File: src/rtl/fetch_sequencer.sv
// rtl/fetch_sequencer.sv - CHIP-8 fetch/issue controller with next-PC logic and return stack
module fetch_sequencer #(
    parameter logic [11:0] RESET_PC    = 12'h200,
    parameter int          STACK_DEPTH = 16
) (
    input  logic        clk,
    input  logic        rst,
    input  logic        run,
    output logic [11:0] mem_addr,
    output logic        mem_rd,
    input  logic [7:0]  mem_rdata,
    input  logic        mem_valid,
    output logic [15:0] instr,
    output logic        instr_valid,
    input  logic        exec_done,
    input  logic        pc_skip,
    input  logic        pc_jump,
    input  logic        pc_call,
    input  logic        pc_ret,
    input  logic [11:0] pc_target,
    output logic [11:0] pc,
    output logic [3:0]  sp,
    output logic        fault
);

    localparam logic [2:0] IDLE    = 3'd0;
    localparam logic [2:0] REQ_HI  = 3'd1;
    localparam logic [2:0] WAIT_HI = 3'd2;
    localparam logic [2:0] REQ_LO  = 3'd3;
    localparam logic [2:0] WAIT_LO = 3'd4;
    localparam logic [2:0] ISSUE   = 3'd5;
    localparam logic [2:0] EXEC    = 3'd6;
    localparam logic [2:0] FAULT   = 3'd7;

    localparam logic [3:0] SP_FULL = 4'(STACK_DEPTH - 1);

    logic [2:0]  state;
    logic [11:0] stack [STACK_DEPTH];
    logic [11:0] next_pc;
    logic [3:0]  next_sp;
    logic        push;
    logic        ex_fault;

    // Flow-control resolution; ret > call > jump > skip > normal.
    always_comb begin
        next_pc  = pc + 12'd2;
        next_sp  = sp;
        push     = 1'b0;
        ex_fault = 1'b0;
        if (pc_ret) begin
            if (sp == 4'd0) begin
                ex_fault = 1'b1;
                next_pc  = pc;
            end else begin
                next_sp = sp - 4'd1;
                next_pc = stack[sp - 4'd1];
            end
        end else if (pc_call) begin
            if (sp == SP_FULL) begin
                ex_fault = 1'b1;
                next_pc  = pc;
            end else begin
                push    = 1'b1;
                next_sp = sp + 4'd1;
                next_pc = pc_target;
            end
        end else if (pc_jump) begin
            next_pc = pc_target;
        end else if (pc_skip) begin
            next_pc = pc + 12'd4;
        end
    end

    always_ff @(posedge clk) begin
        if (rst) begin
            state    <= IDLE;
            pc       <= RESET_PC;
            sp       <= 4'd0;
            instr    <= 16'h0000;
            mem_addr <= 12'h000;
            fault    <= 1'b0;
        end else begin
            case (state)
                IDLE: begin
                    if (run) begin
                        state    <= REQ_HI;
                        mem_addr <= pc;
                    end
                end
                REQ_HI:  state <= WAIT_HI;
                WAIT_HI: begin
                    if (mem_valid) begin
                        instr[15:8] <= mem_rdata;
                        mem_addr    <= pc + 12'd1;
                        state       <= REQ_LO;
                    end
                end
                REQ_LO:  state <= WAIT_LO;
                WAIT_LO: begin
                    if (mem_valid) begin
                        instr[7:0] <= mem_rdata;
                        state      <= ISSUE;
                    end
                end
                ISSUE:   state <= EXEC;
                EXEC: begin
                    if (exec_done) begin
                        if (ex_fault) begin
                            state <= FAULT;
                            fault <= 1'b1;
                        end else begin
                            pc <= next_pc;
                            sp <= next_sp;
                            if (run) begin
                                state    <= REQ_HI;
                                mem_addr <= next_pc;
                            end else begin
                                state <= IDLE;
                            end
                        end
                    end
                end
                default: state <= FAULT;
            endcase
        end
    end

    // Stack storage is deliberately left out of reset; sp alone defines validity.
    always_ff @(posedge clk) begin
        if (!rst && state == EXEC && exec_done && push) begin
            stack[sp] <= pc + 12'd2;
        end
    end

    assign mem_rd      = (state == REQ_HI) || (state == REQ_LO);
    assign instr_valid = (state == ISSUE);

endmodule
File: config.mk
export PLATFORM = sky130hd
export DESIGN_NAME = fetch_sequencer
export DESIGN_NICKNAME = d
export VERILOG_FILES = /design/src/rtl/fetch_sequencer.sv
export SDC_FILE = /design/constraint.sdc
export NUM_CORES = 1
export LEC_CHECK = 0
export BUFFER_PORTS_ARGS = -buffer_cell sky130_fd_sc_hd__clkbuf_2
export CORE_UTILIZATION = 55
export CTS_CLUSTER_DIAMETER = 150
export CTS_CLUSTER_SIZE = 12
export DETAILED_ROUTE_END_ITERATION = 10
export PLACE_DENSITY = 0.79
export SLEW_MARGIN = 5
export SYNTH_ARGS = -nofsm -noshare
export SYNTH_HDL_FRONTEND = slang
export SYNTH_SLANG_ARGS = --single-unit
File: constraint.sdc
create_clock -name clk -period 4.1 [get_ports clk]
set_input_delay 0.41 -clock clk [delete_from_list [all_inputs] [get_ports clk]]
set_output_delay 0.41 -clock clk [all_outputs]
set_load 0.1 [all_outputs]
==> After elaboration in Yosys (flattened, before gate mapping) <==
Memories as Yosys holds them, arrays and structs flattened.
Index checks and enable logic that the tools add are counted.
{ "totals": {"in_bits": 29, "regBits": 48, "output_inout_bits": 47, "elab_cells": 77, "ram_bits": 192, "n_memories": 1} }
{ "op_classes": {"n_reduce_logical": 16, "bitwise": 1, "n_mux": 32, "addsub": 5, "eq_ne": 15} }
{ "memory_table": {"columns": ["memory", "words", "word_bits", "rd", "rd_ports_with_merged_regs", "wr", "line", "rtl"], "rows": [
  ["stack", 16, 12, 1, 0, 1, "38", "logic [11:0] stack [STACK_DEPTH];"]
]} }
{ "ops": {"columns": ["cell", "n"], "rows": [
  ["two-way mux 12 bit", 11],
  ["case mux 12 bit (3 select lines)", 1],
  ["case mux 3 bit (7 select lines)", 1],
  ["two-way mux 4 bit", 4],
  ["!= test 2 bit, second input constant", 8],
  ["two-way mux 3 bit", 5],
  ["adder 12 x 1 -> 12 bit, second input constant", 1],
  ["adder 12 x 2 -> 12 bit, second input constant", 1],
  ["adder 12 x 3 -> 12 bit, second input constant", 1],
  ["AND reduction 6 bit", 2],
  ["two-way mux 1 bit", 10],
  ["equality test 3 bit, second input constant", 3],
  ["equality test 3 x 2 -> 1 bit, second input constant", 2],
  ["AND reduction 3 bit", 2],
  ["adder 4 x 1 -> 4 bit, second input constant", 1],
  ["equality test 4 bit, second input constant", 1],
  ["zero test 4 bit", 1],
  ["AND reduction 2 bit", 2],
  ["AND reduction 4 bit", 1],
  ["subtractor 4 x 1 -> 4 bit, second input constant", 1],
  ["equality test 3 x 1 -> 1 bit, second input constant", 1],
  ["logical AND 1 bit", 3],
  ["zero test 3 bit", 1],
  ["nonzero test 3 bit", 1],
  ["4 further kinds", 4]
]} }

==> Depth between registers and ports, before layout <==
Gate-level depths: netlist (run 1).
{ "depth": {"ltp_word": 9, "ltp_mapped": 14, "mapped_depth_nobuf": 8} }

==> Least setup slack after synthesis (run 1) <==
Ideal clock, no wire load.
{ "synth_timing": {"path_kind": "reg2reg", "from": "reg sp[0]", "to": "reg mem_addr[9]", "setup_ns": 0.115, "arrival_time_ns": 3.671, "slack_ns": 0.315, "path_buffers": 5, "period_less_slack_ns": 3.785, "stages_incl_launch_ff": 14, "required_time_ns": 3.985, "cell_sequence": "dfxtp_1 -> buf_2 -> buf_4 -> buf_2 -> inv_1 -> ha_1 -> buf_2 -> buf_1 -> mux4_2 -> nand2_1 -> nand4_1 -> o211ai_1 -> nor3_1 -> o21a_1"} }
{ "synth_via": {"elab_chain_len": 8, "elab_cells_between_ends": 18, "cone_classes": "1 x add/sub; 2 x eq/ne; 12 x mux; 2 x reduce/logical; 1 x memory"} }
{ "synth_rtl": {"columns": ["item", "line", "rtl"], "rows": [
  ["start: declaration", "22", "output logic [3:0] sp,"],
  ["start signal: assignment", "113", "sp <= next_sp;"],
  ["subtractor 4 x 1 -> 4 bit or equality test 4 bit (tied branches)", "56, 59", null],
  ["memory read (16 x 12 bit) or two-way mux 12 bit (tied branches)", null, null],
  ["two-way mux 12 bit, on equally long branches", "51, 58", null],
  ["two-way mux 12 bit", "50", "if (pc_ret) begin"],
  ["two-way mux 12 bit", "114", "if (run) begin"],
  ["two-way mux 12 bit", "108", "if (ex_fault) begin"],
  ["two-way mux 12 bit", "107", "if (exec_done) begin"],
  ["case mux 12 bit (3 select lines)", "83", "case (state)"],
  ["end signal: assignment", "87", "mem_addr <= pc;"],
  ["end signal: assignment", "94", "mem_addr <= pc + 12'd1;"],
  ["end signal: assignment", "116", "mem_addr <= next_pc;"],
  ["end: declaration", "9", "output logic [11:0] mem_addr,"]
]} }
Several ways; a longest one is shown, not always the timed one. The select of a mux whose other input is x is not followed.
A chain may end at the register's enable or synchronous reset.

==> Worst setup path in the final report (run 1) <==
{ "layout_timing": {"from": "reg state[1]", "to": "mem stack[14][2], enable pin"} }
{ "layout_via": {"elab_chain_len": 6} }
{ "layout_rtl": {"columns": ["item", "line", "rtl"], "rows": [
  ["start: declaration", "37", "logic [2:0] state;"],
  ["start signal: assignment", "76", "state <= IDLE;"],
  ["start signal: assignment", "86", "state <= REQ_HI;"],
  ["start signal: assignment", "90", "REQ_HI: state <= WAIT_HI;"],
  ["equality test 3 bit", "130", "if (!rst && state == EXEC && exec_done && push) begin"],
  ["logical AND 1 bit (3 in series)", "130", null],
  ["two-way mux 1 bit", "130", null],
  ["two-way mux 1 bit (not written as such)", "131", "stack[sp] <= pc + 12'd2;"],
  ["end: declaration", "38", null]
]} }
No other way between the ends.

==> out/metrics.cfg, run 1 <==
[outcome]
status = complete, no violations

[routing]
dr_wl_met3_microns = 2360
ant_nets = 0
via_per_inst = 6.18
wl_met1_microns = 10500
vias = 7114
wl_met2_microns = 11800
drc = 0
routed.top_layer = met4
first_pass_iters = 7
drt_wl_total_microns = 25700
wl_per_cell_microns = 22.3
drt-initial-drc-count = 724

[synth]
ys_async_sr_fraction_pct = 0
ys_types = 66
yosys_warnings = 0
syn_avg_cell_area_sq_um = 13.7
synth_edf_count = 192
synth_area_sq_um = 10700
ys.flop_type = edfxtp_1
synth_cells = 783
synth_seq_cells = 240
synth-seq-area-share_pct = 62.8

[global_route]
grt_pass1_vias = 6699
overflow = 0
antenna_found_initial = 0
grt_pass1_wl_microns = 39000
grt_util_all_layers_pct = 26.2
grt_max_degree = 50

[cells_and_area]
postLayoutCellArea_sq_um = 12200
nets = 912
syn_to_final_growth_pct = 13.8
stdcell_count = 1152
drive_gt1_share_pct = 23.9
antenna_cells = 0

[timing]
maxSlewViolCount = 0
tns_ns = 0
fin_ws_ns = 0.639
slew_headroom_pct = 9.47
period_needed_ns = 3.46
fin_crit_sh_pct = 84.4
skew_ns = 0.0153
rsz0062_at_grt = false
max_clock_freq_mhz = 289
worst_slew_pin_slew_ns = 1.35
finalSetupViolCount = 0
hold_viol = 0

[setup_path]
start_kind = flip-flop
cp_cell_sequence = and3b_1 -> nand2_1 -> nor4_1 -> nand2_1 -> nor2_1 -> buf_4
endpoint_kind = flip-flop
cp_slowest_stage_delay_ns = 0.69
cpMostUsedCell = nand2_1
crit_path_start = state[1]$_SDFFE_PP0P_
path_delay_family = simple AND/OR/NAND/NOR gates
r2r_start = state[1]$_SDFFE_PP0P_
path_max_fanout = 13
worst_ep_arrival_time_ns = 3.69
slowest_stage = nor2_1
crit_type = reg2reg
cp_data_required_time_ns = 4.33
cp_num_buf_inv = 1

[clock_network]
htreeDepth = 1
path_clk_slew_ns = 0.06
tritoncts = done
clockBufferDepth = 3
cts_buffers = 23
cts_resized = 0
clk_latency_ns = 0.51
cts_hold_buf = 0
cts-root-buf = clkbuf_16
clock_sinks = 240
post_cts.repair.setup_buffers = 0

[placement]
place_ws_ns = 0.714
hpwlAfterDp_microns = 17200
place_area_sq_um = 11500
portBuffers = 75
dp.cells = 1111
place_congestion = 0.950

[floorplanning]
die_w_microns = 142
start_util_pct = 56.7
fp.dieH_microns = 142
num_rows = 50
core_sq_um = 18900
dieArea_sq_um = 20100
ios = 76

[worst_hold_path]
min-delay-start = mem_rdata[6]
hp-class = in2reg

[power]
power_frac_comb_pct = 20.1
clkPwrFrac_pct = 32.4
leakagePower_nw = 4.13
p_per_area_nw_per_um2 = 478
power_frac_seq_pct = 47.5
p_sw_share_pct = 31.0
switchingPower_mw = 1.81
p_int_mw = 4.02
vdd_drop_max_v = 0.000313

[flow_run]
maxCapViolCount = 0

[worst reg2reg max path, cell delays in order, from the launching register on]
cell	delay [ns]
dfxtp_1	0.58
and3b_1	0.53
nand2_1	0.19
nor4_1	0.64
nand2_1	0.27
nor2_1	0.69
buf_4	0.28
[layout make-up]
cell class	count	area [sq um]
sequential	240	6730
multi-input combinational	492	3790
timing repair buffer	114	681
inverter	5	18.8
clock buffer	40	639
clock inverter	1	8.76
tap	260	325
fill	1402	6700
[cell families (layout without fill, tap and decap cells)]
group	after synthesis	count (layout)	share of synthesized area [%]
AOI/OAI and AO/OA	138	138	8.85
other	1	12	0.0350
muxes	78	78	13.0
buffers and inverters	62	160	2.54
DFF	240	240	62.8
and+or+nand+nor	234	234	9.95
adders and majority gates	7	7	0.817
xor gates and xnor gates	23	23	2.05
[final timing paths]
path / endpoint / cells after the start / slack [ns]
setup reg to reg: stack[14][2]$_DFFE_PP_ / 6 / 0.64
hold reg to reg: instr[8]$_SDFFE_PP0P_ / 2 / 0.46
hold / removal: instr[14]$_SDFFE_PP0P_ / 3 / 0.14
setup / recovery: stack[14][2]$_DFFE_PP_ / 6 / 0.64
[cells in the final DEF (no fill, tap or decap), drive strengths merged, types with 4 or more instances in the layout]
cell type	instances
a211oi	12
a21boi	4
a21oi	42
a221oi	5
a311oi	6
a31oi	10
buf	39
clkbuf	115
conb	12
dfxtp	48
edfxtp	192
ha	7
inv	6
mux2	7
mux2i	23
mux4	48
nand2	92
nand2b	9
nand3	12
nand4	10
nor2	54
nor2b	5
nor3	30
nor4	5
o21ai	22
o31ai	5
xnor2	12
xor2	11
[routing by layer]
layer,vias up,global-route usage [%]
met5,-,0
met4,0,10.6
met3,67,3.85
met2,413,41.3
met1,3446,37.1
li1,3188,-
[sequential cells by signal, indices dropped and copies added, names as in the netlist]
name      count
stack       192
instr        16
mem_addr     12
pc           12
sp            4
state         3
fault         1
[power by group through the flow]
| stage | Sequential, mW | Combinational, mW | Clock (mW) |
|---|---|---|---|
| 2_1_floorplan | 3.21 | 0.544 | 0 |
| 3_3_place_gp | 2.82 | 1.15 | 0 |
| 3_5_place_dp | 2.82 | 1.16 | 0 |
| 4_1_cts | 2.77 | 1.16 | 1.92 |
| 5_1_grt | 2.78 | 1.23 | 2.01 |
| 6_report | 2.77 | 1.17 | 1.89 |
[synthesized netlist by cell type, types with 3 or more instances]
library cell / count / share of area (%)
o21a_1: 3 / 0.21
clkbuf_1: 36 / 1.3
nand4_1: 10 / 0.58
mux2_2: 7 / 0.74
nand2b_1: 9 / 0.53
buf_4: 6 / 0.42
o211ai_1: 3 / 0.21
xnor2_1: 12 / 0.98
mux4_2: 47 / 9.9
inv_1: 5 / 0.18
edfxtp_1: 192 / 54
a311oi_1: 6 / 0.49
o31ai_1: 4 / 0.28
nand3_1: 12 / 0.56
o21ai_0: 21 / 0.98
buf_2: 8 / 0.37
a221oi_1: 3 / 0.25
nor4_1: 5 / 0.29
nand2_1: 92 / 3.2
or2_2: 3 / 0.18
nor3_1: 29 / 1.4
a31oi_1: 10 / 0.58
buf_1: 6 / 0.21
nand3b_1: 3 / 0.21
nor3b_1: 3 / 0.21
dfxtp_1: 48 / 9.0
a211oi_1: 12 / 0.84
a21oi_1: 42 / 2.0
o31a_1: 3 / 0.25
a21boi_0: 3 / 0.21
nor2b_1: 5 / 0.29
mux2i_1: 23 / 2.1
ha_1: 7 / 0.82
xor2_1: 10 / 0.82
o221ai_1: 3 / 0.25
nor2_1: 54 / 1.9
[through the flow]
| step | power, mW | hold WS [ns] | util, % |
|---|---|---|---|
| finish | 5.83 | 0.142 | 64.5 |
| global route | 6.02 | 0.144 | 64.5 |
| CTS | 5.85 | 0.127 | 64.5 |
| global placement | 3.96 | 0.442 | 61.1 |
| floorplan | 3.75 | 0.512 | - |
| detailed placement | 3.98 | 0.449 | 61.1 |
(Power assumes the default switching activity.)
==> inputs of run 2 (changes only) <==
--- a/config.mk
+++ b/config.mk
@@ -6,11 +6,11 @@
 export NUM_CORES = 1
 export LEC_CHECK = 0
 export BUFFER_PORTS_ARGS = -buffer_cell sky130_fd_sc_hd__clkbuf_2
-export CORE_UTILIZATION = 55
+export CORE_UTILIZATION = 54
 export CTS_CLUSTER_DIAMETER = 150
 export CTS_CLUSTER_SIZE = 12
 export DETAILED_ROUTE_END_ITERATION = 10
-export PLACE_DENSITY = 0.79
+export PLACE_DENSITY = 0.8
 export SLEW_MARGIN = 5
 export SYNTH_ARGS = -nofsm -noshare
 export SYNTH_HDL_FRONTEND = slang
==> constraint.sdc (replaced) <==
create_clock -name clk -period 3.1 [get_ports clk]
set_input_delay 0.31 -clock clk [delete_from_list [all_inputs] [get_ports clk]]
set_output_delay 0.31 -clock clk [all_outputs]
set_load 0.1 [all_outputs]
==> run 2 against run 1 <==
Effect of this change:
- largest power group unchanged
- clock-buffer cell count is the same
- total power grew 33%
- global-route usage grew 0.45 points
- critical path depth grew 2
- wire length grew 2.5%
- sequential cell count is the same
==> out/metrics.cfg, run 2 (same netlist as run 1, synthesis figures left out) <==
[outcome]
status = complete, no violations

[setup_path]
path_max_fanout = 9  ; -4
worstRegToRegCells = 8  ; +2
endpoint = mem_addr[1]$_SDFFE_PP0P_
cp_data_required_time_ns = 3.48  ; -0.85 ns
rrSetupSlack_ns = 0.34  ; -0.30 ns
crit_type = reg2reg
endpoint_kind = flip-flop
timing.rr.end = mem_addr[1]$_SDFFE_PP0P_
cp_slowest_stage_delay_ns = 0.64  ; -0.05 ns
crit_path_start = sp[1]$_SDFFE_PP0P_
cp_num_buf_inv = 1  ; unchanged
path_delay_family = compound AO/OA/AOI/OAI gates
worst_ep_arrival_time_ns = 3.14  ; -0.55 ns
cp_cell_sequence = inv_1 -> ha_2 -> o21ba_2 -> o31ai_1 -> a21oi_1 -> o32a_1 -> a221oi_1 -> a211oi_1
slowest_stage = o31ai_1
start_kind = flip-flop
path_depth = 8  ; +2
r2r_start = sp[1]$_SDFFE_PP0P_

[timing]
worst_slew_pin_slew_ns = 1.27  ; -0.0773 ns
fin_ws_ns = 0.340  ; -0.299 ns
rsz0062_at_grt = false
max_clock_freq_mhz = 362  ; +25%
tns_ns = 0  ; unchanged
maxSlewViolCount = 0  ; unchanged
slew_headroom_pct = 14.7  ; +5.2 points
fin_crit_sh_pct = 89.0  ; +4.6 points
hold_viol = 0  ; unchanged
period_needed_ns = 2.76  ; -0.701 ns
finalSetupViolCount = 0  ; unchanged
skew_ns = 0.0277  ; +0.0125 ns

[placement]
hpwlAfterDp_microns = 17700  ; +2.7%
portBuffers = 75  ; unchanged
place_congestion = 0.948  ; -0.12%
place_ws_ns = 0.392  ; -0.322 ns

[worst_hold_path]
hp-class = in2reg
min-delay-start = mem_rdata[7]

[power]
p_sw_share_pct = 31.0  ; -0.036 points
switchingPower_mw = 2.40  ; +33%
power_frac_comb_pct = 21.0  ; +0.9 points
p_int_mw = 5.35  ; +33%
clkPwrFrac_pct = 32.1  ; -0.3 points
vdd_drop_max_v = 0.000335  ; +7.2%
p_per_area_nw_per_um2 = 621  ; +30%
power_frac_seq_pct = 46.9  ; -0.6 points
leakagePower_nw = 4.30  ; +4.1%

[cells_and_area]
largest_reg_flops = 192  ; unchanged
fill_cells = 1345  ; -4.1%
top_regs = stack: 192 flops, instr: 16 flops
final_cell_mix = edfxtp_1 (192), nand2_1 (92), clkbuf_2 (75), buf_4 (72), nor2_1 (54)
drive_gt1_share_pct = 26.8  ; +2.9 points
largest_register = stack
final_common_cell = edfxtp_1
antenna_cells = 0  ; unchanged
multi_input_area_sq_um = 3790  ; unchanged
syn_to_final_growth_pct = 16.3
nets = 947  ; +3.8%
seq_area_sq_um = 6730  ; about the same

[routing]
ant_nets = 0  ; unchanged
via_per_inst = 6.11  ; -0.99%
drc = 0  ; unchanged
first_pass_iters = 6  ; -1
vias = 7282  ; +2.4%
wl_per_cell_microns = 22.1  ; -0.83%
drt_wl_total_microns = 26300  ; +2.5%
drt-initial-drc-count = 674  ; -6.9%

[global_route]
grt_max_degree = 54  ; +8.0%
overflow = 0  ; unchanged
grt_pass1_wl_microns = 40000  ; +2.6%
antenna_found_initial = 0  ; unchanged
grt_util_all_layers_pct = 26.7  ; +0.45 points
grt_pass1_vias = 6984  ; +4.3%

[clock_network]
clock_sinks = 240  ; unchanged
htreeDepth = 1  ; unchanged
clk_latency_ns = 0.52  ; about the same
cts_hold_buf = 0  ; unchanged
cts_buffers = 23  ; unchanged
path_clk_slew_ns = 0.07  ; about the same
clockBufferDepth = 3  ; unchanged
cts_resized = 0  ; unchanged
cts-root-buf = clkbuf_16
tritoncts = done
post_cts.repair.setup_buffers = 0  ; unchanged

[floorplanning]
ios = 76  ; unchanged
die_w_microns = 143  ; +0.91%
fp.dieH_microns = 143  ; +0.91%
num_rows = 51  ; +2.0%
dieArea_sq_um = 20400  ; +1.8%
start_util_pct = 55.1  ; -1.7 points
core_sq_um = 19500  ; +3.0%

[flow_run]
maxCapViolCount = 0  ; unchanged

-- run 2: final cells by class --
type	count	share of cell area [%]
Inverter	5	0.151
Multi-Input combinational cell	492	30.4
Sequential cell	240	54.0
Tap cell	265	2.66
Clock buffer	40	5.13
Timing Repair Buffer	149	7.67
-- run 2: power groups by stage --
stage / sequential (mW) / clock, mW / combinational [mW]
global route: 3.64 / 2.65 / 1.72
floorplan: 4.25 / 0 / 0.720
detailed placement: 3.70 / 0 / 1.61
CTS: 3.63 / 2.53 / 1.61
finish: 3.63 / 2.49 / 1.63
global placement: 3.69 / 0 / 1.59
-- run 2: worst min-delay path: cells and delay by family --
family / cells / cell delay (ns)
buffers and inverters: 1 / 0.09
AND/OR/NAND/NOR: 1 / 0.05
AO/OA/AOI/OAI: 1 / 0.05
-- run 2: worst min-delay path by stage --
stage	end	slack (ns)	depth (start not counted)
4_1_cts	instr[15]$_SDFFE_PP0P_	0.03	3
3_3_place_gp	instr[14]$_SDFFE_PP0P_	0.44	2
2_1_floorplan	mem_addr[2]$_SDFFE_PP0P_	0.41	1
6_report	instr[15]$_SDFFE_PP0P_	0.04	3
3_5_place_dp	instr[8]$_SDFFE_PP0P_	0.45	2
5_1_grt	instr[12]$_SDFFE_PP0P_	0.05	3
-- run 2: stage by stage --
step / cells / util [%] / total power [mW] / cell area (sq um) / hold WS, ns
final: 1191 / 64.1 / 7.75 / 12500 / 0.0409
after global placement: 1151 / 60.7 / 5.29 / 11800 / 0.443
after global routing: 1191 / 64.1 / 8.02 / 12500 / 0.0454
after floorplan: 794 / - / 4.97 / 10800 / 0.412
after detailed placement: 1151 / 60.7 / 5.31 / 11800 / 0.447
after CTS: 1191 / 64.0 / 7.78 / 12500 / 0.0310
-- run 2: routing by layer --
| layer | wire length, microns | GRT usage (%) | share of wire [%] |
|---|---|---|---|
| met5 | 0 | 0 | 0 |
| met4 | 765 | 9.34 | 2.9 |
| met3 | 2220 | 4.46 | 8.4 |
| met2 | 13000 | 44.2 | 49 |
| met1 | 10300 | 35.8 | 39 |
